`src/rtl/shift_reg_param.sv`:
```
// ---------------------------------------------------------------------------
// shift_reg_param
//   Parametrised shift register with parallel load, serial in/out, selectable
//   bit order and a built-in frame bit counter. This is the common datapath
//   for the UART TX (parallel-in, serial-out) and RX (serial-in, parallel-out)
//   paths. The block tracks frame progress itself, so the surrounding control
//   logic only has to issue shift strobes.
//
// Parameters
//   WIDTH     : frame width in bits (>= 2)
//   LSB_FIRST : 1 = shift right (bit 0 leaves first, serial_in enters MSB)
//               0 = shift left  (MSB leaves first, serial_in enters bit 0)
//   IDLE_VAL  : serial_out level while no frame is in progress
//
// Ports
//   clk        in   system clock, rising edge
//   rst        in   asynchronous reset, active-low
//   load       in   load D into Q and start a frame (highest priority)
//   start      in   start a frame without touching Q (receive use)
//   D          in   parallel load data
//   shift_en   in   one-cycle shift strobe (e.g. baud tick)
//   serial_in  in   serial bit entering the register
//   serial_out out  serial bit leaving the register (IDLE_VAL when idle)
//   Q          out  parallel register contents
//   count      out  bits shifted so far in the current frame
//   busy       out  frame in progress
//   done       out  one-cycle pulse after the last bit of a frame shifts
// ---------------------------------------------------------------------------
module shift_reg_param #(
    parameter int unsigned WIDTH     = 8,
    parameter bit          LSB_FIRST = 1'b1,
    parameter bit          IDLE_VAL  = 1'b1,
    localparam int unsigned CW       = $clog2(WIDTH)
) (
    input  logic             clk,
    input  logic             rst,
    input  logic             load,
    input  logic             start,
    input  logic [WIDTH-1:0] D,
    input  logic             shift_en,
    input  logic             serial_in,
    output logic             serial_out,
    output logic [WIDTH-1:0] Q,
    output logic [CW-1:0]    count,
    output logic             busy,
    output logic             done
);

    typedef enum logic {
        IDLE  = 1'b0,
        SHIFT = 1'b1
    } state_t;

    // Count value at which the next strobe shifts the final bit of the frame.
    localparam logic [CW-1:0] LAST_CNT = CW'(WIDTH - 1);

    state_t           state_q,  state_d;
    logic [WIDTH-1:0] data_q,   data_d;
    logic [CW-1:0]    count_q,  count_d;
    logic             done_q,   done_d;
    logic [WIDTH-1:0] data_shifted;

    // Register contents after one shift in the configured direction.
    always_comb begin
        if (LSB_FIRST) begin
            data_shifted = {serial_in, data_q[WIDTH-1:1]};
        end else begin
            data_shifted = {data_q[WIDTH-2:0], serial_in};
        end
    end

    // Next-state logic. Priority is load > start > shift_en; shift_en only
    // acts while a frame is in progress.
    always_comb begin
        // NOTE: every variable gets a default before any branch, so no path
        // leaves a value unassigned and no latch is inferred.
        state_d = state_q;
        data_d  = data_q;
        count_d = count_q;
        done_d  = 1'b0;

        if (load) begin
            // Also restarts a running frame; an aborted frame never reports done.
            data_d  = D;
            count_d = '0;
            state_d = SHIFT;
        end else if (start) begin
            count_d = '0;
            state_d = SHIFT;
        end else if (state_q == SHIFT && shift_en) begin
            data_d = data_shifted;
            if (count_q == LAST_CNT) begin
                // Final bit: the count wraps here, so it never shows WIDTH.
                count_d = '0;
                state_d = IDLE;
                done_d  = 1'b1;
            end else begin
                count_d = count_q + 1'b1;
            end
        end
    end

    // NOTE: the reset clears the data register too, because Q is a visible
    // output and must read zero straight after reset.
    always_ff @(posedge clk or negedge rst) begin
        if (!rst) begin
            state_q <= IDLE;
            data_q  <= '0;
            count_q <= '0;
            done_q  <= 1'b0;
        end else begin
            // NOTE: non-blocking assignments so every flop samples the values
            // from before this edge, independent of statement order.
            state_q <= state_d;
            data_q  <= data_d;
            count_q <= count_d;
            done_q  <= done_d;
        end
    end

    assign Q     = data_q;
    assign count = count_q;
    assign busy  = (state_q == SHIFT);
    assign done  = done_q;

    // Taken from registered state only, so the first bit of a loaded word is
    // on the line in the cycle right after load.
    assign serial_out = busy ? (LSB_FIRST ? data_q[0] : data_q[WIDTH-1]) : IDLE_VAL;

endmodule

```
`config.mk`:
```
export PLATFORM = sky130hd
export DESIGN_NAME = shift_reg_param
export DESIGN_NICKNAME = d
export VERILOG_FILES = /design/src/rtl/shift_reg_param.sv
export SDC_FILE = /design/constraint.sdc
export NUM_CORES = 1
export LEC_CHECK = 0
export ABC_CLOCK_PERIOD_IN_PS = 3100
export BUFFER_PORTS_ARGS = -buffer_cell sky130_fd_sc_hd__buf_2
export CORE_MARGIN = 5
export CORE_UTILIZATION = 47
export DETAILED_ROUTE_END_ITERATION = 8
export PLACE_DENSITY_LB_ADDON = 0.05
export SLEW_MARGIN = 20
export SYNTH_ARGS = -nofsm -noshare
export SYNTH_HDL_FRONTEND = slang
export SYNTH_SLANG_ARGS = --single-unit
export TNS_END_PERCENT = 20
```
`constraint.sdc`:
```
create_clock -name clk -period 3.1 [get_ports clk]
set_input_delay 0.62 -clock clk [delete_from_list [all_inputs] [get_ports clk]]
set_output_delay 0.62 -clock clk [all_outputs]
set_load 0.005 [all_outputs]
```
======== Word level (Yosys, flattened, before mapping) ========
Cells that the tools add are included.
storage, ports and cells
  bits in registers ....................... 13
  input port bits ......................... 14
  output and inout port bits .............. 14
  word-level logic and storage cells ...... 29
cells by class
  $add $sub $neg .......................... 1
  equal/unequal tests ..................... 2
  mux-type cells .......................... 16
  reductions and logical operators ........ 6
operator list
  cell                 count
  $mux 8               3
  $mux 3               4
  $mux 1               9
  $reduce_bool 3->1    2
  $reduce_and 2->1     2
  $add 3x1->3 const B  1
  $eq 3x3->1 const B   1
  $ne 2x2->1 const B   1
  $reduce_bool 2->1    1
  $logic_and 1x1->1    1

======== Logic depth before layout (Yosys ltp) ========
Gate-level depths: netlist of run 1.
  word-level depth ........................ 5
  gate-level depth with buffers ........... 5
  mapped depth without buffers ............ 5

======== Worst setup path after synthesis of run 1 ========
Ideal clock, no wire load.
  kind .................................... reg2out
  from .................................... register state_q (netlist: busy)
  to ...................................... output port serial_out
  arrival time ............................ 0.650 ns
  required time ........................... 2.480 ns
  path slack .............................. 1.830 ns
  cell stages (with the launch flop) ...... 2
  buffers on the path ..................... 0
  cells stage by stage .................... dfrtp_1 -> or2b_1
between the ends
  longest elaborated chain between the ends .. 1
RTL lines
  what                    RTL line  RTL
  from (decl)             57        state_t state_q, state_d;
  from (signal assigned)  114       state_q <= state_d;
  $mux 1                  128       assign serial_out = busy ? (LSB_FIRST ? data_q[0] : data_q[WIDTH-1]) : IDLE_VAL;
  to (decl)               42        output logic serial_out,
Every way passes these cells.

======== Worst setup path in the final report of run 1 ========
Ends and elaborated chain as after synthesis.

==> impl_results.md, run 1 <==
- DRC viols: 0
- CTS max path bufs: 2
- Fmax: about 0.60 GHz
- HP Class: input pin to async pin
- DP Wirelength: roughly 1000 µm
- Critical Path RT: approximately 2500 ps
- Top cells by area, synth: dfrtp_1 51%, a21oi_1 13%, nor2b_1 7.9%
- Slew HR: 0.794
- WP buf/inv: 1
- Mapped Nets: 80
- Hold bufs inserted after CTS: 0
- Sequential-to-total area share from yosys stat: 0.515
- TritonCTS buffer count: 3
- Reg2reg setup slack: about 1900 ps
- Multiplexer share of the synthesized area: 0.0475
- Area Overhead vs Synth: 25.1%
- Setup repair bufs after CTS: 0
- Util after Layout: 0.615
- DIE AREA: roughly 0.0022 mm²
- Setup Skew: slightly below 7 ps
- Cell variety after synth: 15
- Crit path time final: between 1500 and 2000 ps
- Number of global-route vias before repair: ~530
- Antenna diodes: 0
- CTS resizes: 0
- CP peak stage delay: roughly 430 ps
- Critical path fanouts, max: 6
- Top-area cell type share of the netlist area: 0.515
- Hold Slack: roughly 210 ps
- Cell Area, Synth: 632 µm²
- All-Layer GR Usage: 0.140
- Yosys reg bits: 13
- Synth top cells by count: 16 x a21oi_1, 13 x dfrtp_1, 10 x nand2_1
- Async SR Flop Fraction: 1.00
- Final count of hold timing violations: 0
- CP Capture Type: output pin
- Skew-Pair Late Insertion Delay: approximately 270 ps
- Port Buffer Count: 27
- Site row count: 13
- Setup TNS: 0 ps
- Max cap viols: 0
- Top-level port count: 28
- First drt pass iteration count: 4
- CP Launch Type: register
- Post-Synthesis Cells: 64
- Vias per cell: slightly below 5
- Initial antenna violation count: 0
- Synth Area in XOR/XNOR: 0
- GRT overflow: 0
- Post-Route WL: 1310 µm
- Final setup violation count: 0
- Power density cells: between 400 and 500 mW/mm²
- Worst EP arrival: 1060 ps
- Crit-path cells: or2b_1 > buf_2
- Drt wl/cell: approximately 12 µm
- Count leader, synth: a21oi_1
- Outcome: finished clean
- Starting Density: 0.492
- Worst vdd ir: 215 µV
- Worst Max-Slew Pin Slew: roughly 310 ps
- Final period utilization: 0.542
- First-pass GRT wire length: approximately 2200 µm
- Synth Area in Simple Gates: 0.224
- Crit Path Class: register to output pin
- RSZ-0062 raised after global routing: no
- Prevailing post-synth register cell: dfrtp_1
- Worst setup margin: 1420 ps
- Top Family by Delay on Critical Path: flip-flops
- DRT antenna net count: 0
- Worst path slowest cell: dfrtp_1
- Number of flops mapped to enable cells by yosys: 0
- Dpl ws: between 1500 and 2000 ps
- CTS Sinks: 13
- Clock slew at reported path FFs: roughly 80 ps
- Syn. warnings: 0
- Root Driver: clkbuf_4
- Syn avg cell area: around 9.9 µm²
- H-tree levels: 1
- Post-layout net count: approximately 110
- DR iter-0 viols: 8
- Adder-cell share of the synthesized area: 0.0396
- Largest family of logic cells by synthesized area: simple AND/OR/NAND/NOR gates
- CTS tree: yes
- Die width: 46.7 µm
- Die Y: 46.7 µm
- Vias after detailed routing: between 500 and 600
- Fraction of the mapped netlist area in compound gates: 0.141
- Fraction of final layout cells sized beyond drive strength 1: 0.337
- Leading area contributor after synthesis: dfrtp_1
- Placer Congestion: 0.702
- Largest net degree at the start of global routing: 22
- Leakage: ~0.42 nW
- Slew Viols, Final: 0
- Core area: roughly 0.0013 mm²
==> power breakdown <==
part / switching, mW / internal (mW) / leakage (nW)
Combinational: 0.0289 / 0.0278 / 0.246
Sequential: 0.00826 / 0.181 / 0.155
Clock: 0.0554 / 0.0498 / 0.0150
Total: 0.0925 / 0.259 / 0.416
==> cells in the final DEF, fill, tap and decap left out, drive strengths merged <==
cell	synthesis	final
ha	2	2
mux2i	3	3
buf	3	27
nor3	3	3
and3b	1	1
nor3b	1	1
dfrtp	13	13
nor2b	8	8
nand3b	1	1
a21oi	16	16
clkbuf	0	4
or2b	1	1
a211o	1	1
nor2	1	1
nand2	10	10
==> path summary, 6_finish.rpt <==
kind                           from          to  cells past startpoint
max                            busy  serial_out                      2
min                             rst        Q[1]                      1
max reg2reg                count[0]    count[0]                      5
min reg2reg                    Q[4]        Q[4]                      2
max in group asynchronous       rst    count[1]                      1
min in group clk               Q[4]        Q[4]                      2
==> sequential cells by signal, indices dropped and copies added (netlist names) <==
name,flops
busy,1
Q,8
done,1
count,3
==> layer usage <==
layer  global-route usage  routed length (µm)
met4               0.0663                  10
met3               0.0391                 110
met1                0.187                 580
met5                    0                   0
met2                0.206                 608
==> logic make-up (layout without fill, tap and decap cells) <==
family                   Yosys count  count (layout)
flip-flops                        13              13
buffers and inverters              3              31
adder cells (fa/ha/maj)            2               2
multiplexers                       3               3
AND/OR/NAND/NOR                   26              26
AO/OA/AOI/OAI                     17              17
==> through the flow <==
step	instance area, µm²	power, mW	std cells
after floorplan	632	0.223	64
after global placement	764	0.250	103
after detailed placement	764	0.251	103
after CTS	791	0.356	107
after global routing	791	0.372	107
final	791	0.351	107
==> cell type report <==
cell class / instances / area (µm²)
flip-flops and latches: 13 / 325
multi-input cells: 48 / 285
repair buffers: 27 / 135
fillers: 128 / 494
well taps: 15 / 18.8
clock buffers: 4 / 26.3
Power figures use the tool's default switching activity.
==> inputs of run 2 (changes only) <==
--- a/config.mk
+++ b/config.mk
@@ -5,10 +5,10 @@
 export SDC_FILE = /design/constraint.sdc
 export NUM_CORES = 1
 export LEC_CHECK = 0
-export ABC_CLOCK_PERIOD_IN_PS = 3100
+export ABC_CLOCK_PERIOD_IN_PS = 1550
 export BUFFER_PORTS_ARGS = -buffer_cell sky130_fd_sc_hd__buf_2
 export CORE_MARGIN = 5
-export CORE_UTILIZATION = 47
+export CORE_UTILIZATION = 44
 export DETAILED_ROUTE_END_ITERATION = 8
 export PLACE_DENSITY_LB_ADDON = 0.05
 export SLEW_MARGIN = 20
==> constraint.sdc (replaced) <==
create_clock -name clk -period 1.55 [get_ports clk]
set_input_delay 0.31 -clock clk [delete_from_list [all_inputs] [get_ports clk]]
set_output_delay 0.31 -clock clk [all_outputs]
set_load 0.005 [all_outputs]
==> run 2 against run 1 <==
Non-clock buffer count rose by 1. Clock skew fell by 5.9 ps. Cell area rose by 1.3%. Clock power rose by 96%. Sequential share of layout area fell by 0.51 points. Worst setup slack got worse by 1200 ps. Die area rose by 5.3%. Sequential cell count did not move. Core utilization fell by 1.5 points. Cell count rose by 0.93%. Clock-buffer cell count did not move. Wire length rose by 2.4%. Largest power group unchanged.
==> impl_results.md, run 2 (synthesis gave the netlist of run 1 again) <==
- Outcome: finished clean (unchanged)
- Site row count: 13 (unchanged)
- Worst vdd ir: 551 µV (was 215 µV)
- Final setup violation count: 0 (unchanged)
- Dpl ws: 294 ps (was 1620 ps)
- Worst EP arrival: 1050 ps (was 1060 ps)
- Layout fillers: 123 (was 128)
- RSZ-0062 raised after global routing: no (unchanged)
- All-Layer GR Usage: 0.141 (was 0.140)
- CP Capture Type: output pin (unchanged)
- Hold bufs inserted after CTS: 1 (was 0)
- Leakage: 0.420 nW (was 0.416 nW)
- Critical path fanouts, max: 6 (unchanged)
- Setup Skew: 0.977 ps (was 6.89 ps)
- Worst path slowest cell: dfrtp_1 (unchanged)
- CP peak stage delay: 420 ps (was 430 ps)
- Crit Path Class: register to output pin (unchanged)
- H-tree levels: 1 (unchanged)
- Overall Power: 0.700 mW (was 0.351 mW)
- Vias per cell: 5.06 (was 4.94)
- Starting Density: 0.474 (was 0.492)
- Root Driver: clkbuf_4 (unchanged)
- Max FFs per register: 8 (unchanged)
- WL met1: 609 µm (was 580 µm)
- Max layer used: met4 (unchanged)
- Power density cells: 875 mW/mm² (was 444 mW/mm²)
- Worst setup margin: 191 ps (was 1420 ps)
- Die width: 47.9 µm (was 46.7 µm)
- CTS resizes: 0 (unchanged)
- First-pass GRT wire length: 2190 µm (was 2160 µm)
- Skew-Pair Late Insertion Delay: 270 ps (about the same)
- Critical Path RT: 1240 ps (was 2480 ps)
- Max cap viols: 0 (unchanged)
- Final count of hold timing violations: 0 (unchanged)
- CTS tree: yes (unchanged)
- Slew Viols, Final: 0 (unchanged)
- HP Class: input pin to register (was input pin to async pin)
- Post-Route WL: 1340 µm (was 1310 µm)
- Reg2reg setup slack: 280 ps (was 1860 ps)
- Core area: 0.00133 mm² (was 0.00128 mm²)
- First drt pass iteration count: 4 (unchanged)
- Drt wl/cell: 12.4 µm (was 12.2 µm)
- Met2 routed WL: 577 µm (was 608 µm)
- Most common cell after layout, fill and taps aside: buf_2 (unchanged)
- GRT overflow: 0 (unchanged)
- Final Non-Filler Cells: 108 (was 107)
- Crit-path cells: or2b_1 > buf_2 (unchanged)
- Setup TNS: 0 ps (unchanged)
- Fraction of final layout cells sized beyond drive strength 1: 0.333 (was 0.337)
- Placed cells: 103 (unchanged)
- Largest net degree at the start of global routing: 22 (unchanged)
- Commonest cells after routing, fill and taps aside: 27 x buf_2, 16 x a21oi_1, 13 x dfrtp_1 (unchanged)
- Die Y: 47.9 µm (was 46.7 µm)
- Crit path time final: ~1400 ps
- CTS Sinks: 13 (unchanged)
- Slew HR: 0.777 (was 0.794)
- Vias after detailed routing: 547 (was 529)
- TritonCTS buffer count: 3 (unchanged)
- Port Buffer Count: 27 (unchanged)
- CTS max path bufs: 2 (unchanged)
- DRC viols: 0 (unchanged)
- DR iter-0 viols: 10 (was 8)
- Initial antenna violation count: 0 (unchanged)
- Area Overhead vs Synth: 26.7% (was 25.1%)
- CP Launch Type: register (unchanged)
- Final period utilization: 0.877
- Number of global-route vias before repair: 536 (was 533)
- Worst Max-Slew Pin Slew: 334 ps (was 309 ps)
- DRT antenna net count: 0 (unchanged)
- Hold Slack: 270 ps (was 212 ps)
- Post-layout net count: 110 (was 109)
- Placer Congestion: 0.759 (was 0.702)
- DIE AREA: 0.00229 mm² (was 0.00218 mm²)
- Clock slew at reported path FFs: 80 ps (about the same)
- Antenna diodes: 0 (unchanged)
- Top-level port count: 28 (unchanged)
- WL met3: 143 µm (was 110 µm)
- Fmax: roughly 0.74 GHz
- Setup repair bufs after CTS: 0 (unchanged)
- DP Wirelength: 982 µm (was 972 µm)
==> run 2: cell types whose count changed in the layout (fill, tap and decap cells not counted) <==
cell,delta
dlygate4sd3_1,+1
==> run 2: worst max-delay path, delay by kind of cell, from the launching register on <==
family	cells	cell delay, ps
flops	1	420
simple gates	1	240
buf+inv	1	120
==> run 2: final timing paths <==
path,start,end,depth (start not counted)
worst max-delay path,busy,serial_out,2
worst min-delay path,start,count[0],2
worst max register to register,count[0],count[0],5
worst min register to register,Q[0],Q[0],2
max in group asynchronous,rst,Q[5],2
min in group asynchronous,rst,count[2],2
==> run 2: layout make-up <==
cell class                 count  area (µm²)  share of cell area
timing repair buffer          28         145               0.181
clock buffer                   4        26.3              0.0328
tap                           15        18.8              0.0234
multi-input combinational     48         285               0.356
sequential                    13         325               0.406
==> run 2: through the flow <==
stage | instance area, µm² | utilization
final | 801 | 0.600
after global routing | 801 | 0.600
after CTS | 801 | 0.600
after detailed placement | 764 | 0.573
after global placement | 764 | 0.573
after floorplan | 632 | -
==> run 2: power by group <==
part,switching [mW],internal (mW)
clock,0.106,0.0995
sequential,0.0161,0.362
combinational,0.0592,0.0570
==> run 2: per-layer routing <==
layer  vias to the layer above  global-route usage
li1                        281                   -
met1                       240               0.189
met2                        24               0.198
met3                         2              0.0451
met4                         0              0.0806
met5                         -                   0
==> inputs of run 3 (changes only) <==
--- a/config.mk
+++ b/config.mk
@@ -7,8 +7,8 @@
 export LEC_CHECK = 0
 export ABC_CLOCK_PERIOD_IN_PS = 1550
 export BUFFER_PORTS_ARGS = -buffer_cell sky130_fd_sc_hd__buf_2
-export CORE_MARGIN = 5
-export CORE_UTILIZATION = 44
+export CORE_MARGIN = 2
+export CORE_UTILIZATION = 25
 export DETAILED_ROUTE_END_ITERATION = 8
 export PLACE_DENSITY_LB_ADDON = 0.05
 export SLEW_MARGIN = 20
==> run 3 against run 2 <==
First-iteration DRC count decreased by 70%. Sequential cell count did not move. Core utilization shrank 26 points. Sequential power hardly changed. Cell area grew 2.3%. Global-route usage is 2.4 points lower. Critical path depth unchanged. Clock power grew 7%. Largest cell class unchanged. Largest power group unchanged.
==> impl_results.md, run 3 (synthesis gave the netlist of run 1 again) <==
- Setup Skew: 0.324 ps (was 0.977 ps)
- Worst EP arrival: 1080 ps (was 1050 ps)
- Met3 GRT Util: 0.0601 (was 0.0451)
- Reg2reg path depth: 5 (unchanged)
- Reg2reg setup slack: 350 ps (was 280 ps)
- CP Capture Type: output pin (unchanged)
- Largest net degree at the start of global routing: 22 (unchanged)
- H-tree levels: 1 (unchanged)
- Skew-Pair Late Insertion Delay: 280 ps (was 270 ps)
- Top Family by Delay on Critical Path: flip-flops (unchanged)
- Setup crit end: serial_out (unchanged)
- Power density cells: 875 mW/mm² (about the same)
- Setup TNS: 0 ps (unchanged)
- DRC viols: 0 (unchanged)
- Reg area: 325 µm² (unchanged)
- Critical path fanouts, max: 6 (unchanged)
- Critical Path RT: 1240 ps (about the same)
- Crit Path Class: register to output pin (unchanged)
- Top-level port count: 28 (unchanged)
- Logic depth of the worst path, buffers included: 2 (unchanged)
- Drt wl/cell: 11.8 µm (was 12.4 µm)
- First-pass GRT wire length: 2380 µm (was 2190 µm)
- Worst r2r dst: count[0] (unchanged)
- GRT overflow: 0 (unchanged)
- Worst path slowest cell: dfrtp_1 (unchanged)
- Site row count: 18 (was 13)
- DRT antenna net count: 0 (unchanged)
- Slew Viols, Final: 0 (unchanged)
- Core area: 0.00243 mm² (was 0.00133 mm²)
- Worst Max-Slew Pin Slew: 333 ps (was 334 ps)
- DP Wirelength: 1010 µm (was 982 µm)
- Starting Density: 0.260 (was 0.474)
- Final count of hold timing violations: 0 (unchanged)
- Max FFs per register: 8 (unchanged)
- Worst Setup SP: busy (unchanged)
- Antenna diodes: 0 (unchanged)
- Design Area, Final: 820 µm² (was 801 µm²)
- Post-layout net count: 110 (unchanged)
- Final Non-Filler Cells: 123 (was 108)
- All-Layer GR Usage: 0.118 (was 0.141)
- CP peak stage delay: 440 ps (was 420 ps)
- Layout fillers: 275 (was 123)
- First drt pass iteration count: 4 (unchanged)
- TritonCTS buffer count: 3 (unchanged)
- Area occupied by multi-input gates: 285 µm² (unchanged)
- Reg2reg start: count[0] (unchanged)
- DR iter-0 viols: 3 (was 10)
- Crit-path cells: or2b_1 > buf_2 (unchanged)
- GRT met2 Usage: 0.167 (was 0.198)
- Global routing met1 resource utilization: 0.160 (was 0.189)
- Leakage: 0.420 nW (unchanged)
- HP Class: input pin to register (unchanged)
- WP buf/inv: 1 (unchanged)
- Post-Route WL: 1450 µm (was 1340 µm)
- Slew HR: 0.778 (was 0.777)
- Number of global-route vias before repair: 491 (was 536)
- Commonest cells after routing, fill and taps aside: 27 x buf_2, 16 x a21oi_1, 13 x dfrtp_1 (unchanged)
- Final period utilization: 0.896 (was 0.877)
- DIE AREA: 0.00295 mm² (was 0.00229 mm²)
- Placer Congestion: 0.642 (was 0.759)
- Max cap viols: 0 (unchanged)
- Fraction of final layout cells sized beyond drive strength 1: 0.333 (unchanged)
- Vias after detailed routing: 554 (was 547)
- Post-placement cell area: 783 µm² (was 764 µm²)
- Outcome: finished clean (unchanged)
- CTS tree: yes (unchanged)
- Vias per cell: 4.50 (was 5.06)
- Final setup violation count: 0 (unchanged)
- Fmax: 0.720 GHz (was 0.736 GHz)
- Crit path time final: 1390 ps (was 1360 ps)
- CTS max path bufs: 2 (unchanged)
- Die width: 54.3 µm (was 47.9 µm)
- Worst vdd ir: 527 µV (was 551 µV)
- Area Overhead vs Synth: 29.7% (was 26.7%)
- Root Driver: clkbuf_4 (unchanged)
- Most crowded layer after global routing: met2 (unchanged)
- Port Buffer Count: 27 (unchanged)
- Most common cell after layout, fill and taps aside: buf_2 (unchanged)
- Setup repair bufs after CTS: 0 (unchanged)
- Die Y: 54.3 µm (was 47.9 µm)
- RSZ-0062 raised after global routing: no (unchanged)
- Initial antenna violation count: 0 (unchanged)
- Clock slew at reported path FFs: 90 ps (was 80 ps)
- Placed cells: 118 (was 103)
- CP Launch Type: register (unchanged)
- CTS Sinks: 13 (unchanged)
[run 3: cell counts in the layout (fill, tap and decap cells not counted)]
Identical to the previous run, type by type.
[run 3: power breakdown]
group	internal [mW]	switching [mW]
Clock	0.0998	0.121
Sequential	0.362	0.0173
Combinational	0.0571	0.0598
[run 3: cell type report]
class / count / share of cell area
multi-input cells: 48 / 0.348
flip-flops and latches: 13 / 0.397
well taps: 30 / 0.0458
clock buffers: 4 / 0.0321
repair buffers: 28 / 0.177
[run 3: metrics by stage]
stage          hold slack [ps]  utilization  setup WS (ps)  power, mW
6_report                   258        0.337            161      0.717
4_1_cts                    256        0.337            158      0.727
3_3_place_gp               223        0.322            333      0.505
3_5_place_dp               229        0.322            334      0.505
2_1_floorplan             14.4            -            412      0.445
5_1_grt                    256        0.337           92.3      0.765
[run 3: worst min-delay path by stage]
stage           from  endpoint  slack [ps]  cells after the start
2_1_floorplan    rst      Q[0]          10                      0
3_3_place_gp     rst  count[2]         220                      1
6_report       start  count[0]         260                      2
4_1_cts        start  count[0]         260                      2
5_1_grt        start  count[0]         260                      2
3_5_place_dp     rst  count[2]         230                      1
[run 3: layer usage]
metal | part of all wire | vias to the layer above
li1 | - | 277
met1 | 0.47 | 256
met2 | 0.44 | 19
met3 | 0.076 | 2
met4 | 0.010 | 0
met5 | 0 | -
[run 3: timing repair]
item                      in CTS  in global routing
hold buffers                   1                  0
hold endpoints to repair      13                  0
gates resized for setup        0                  0
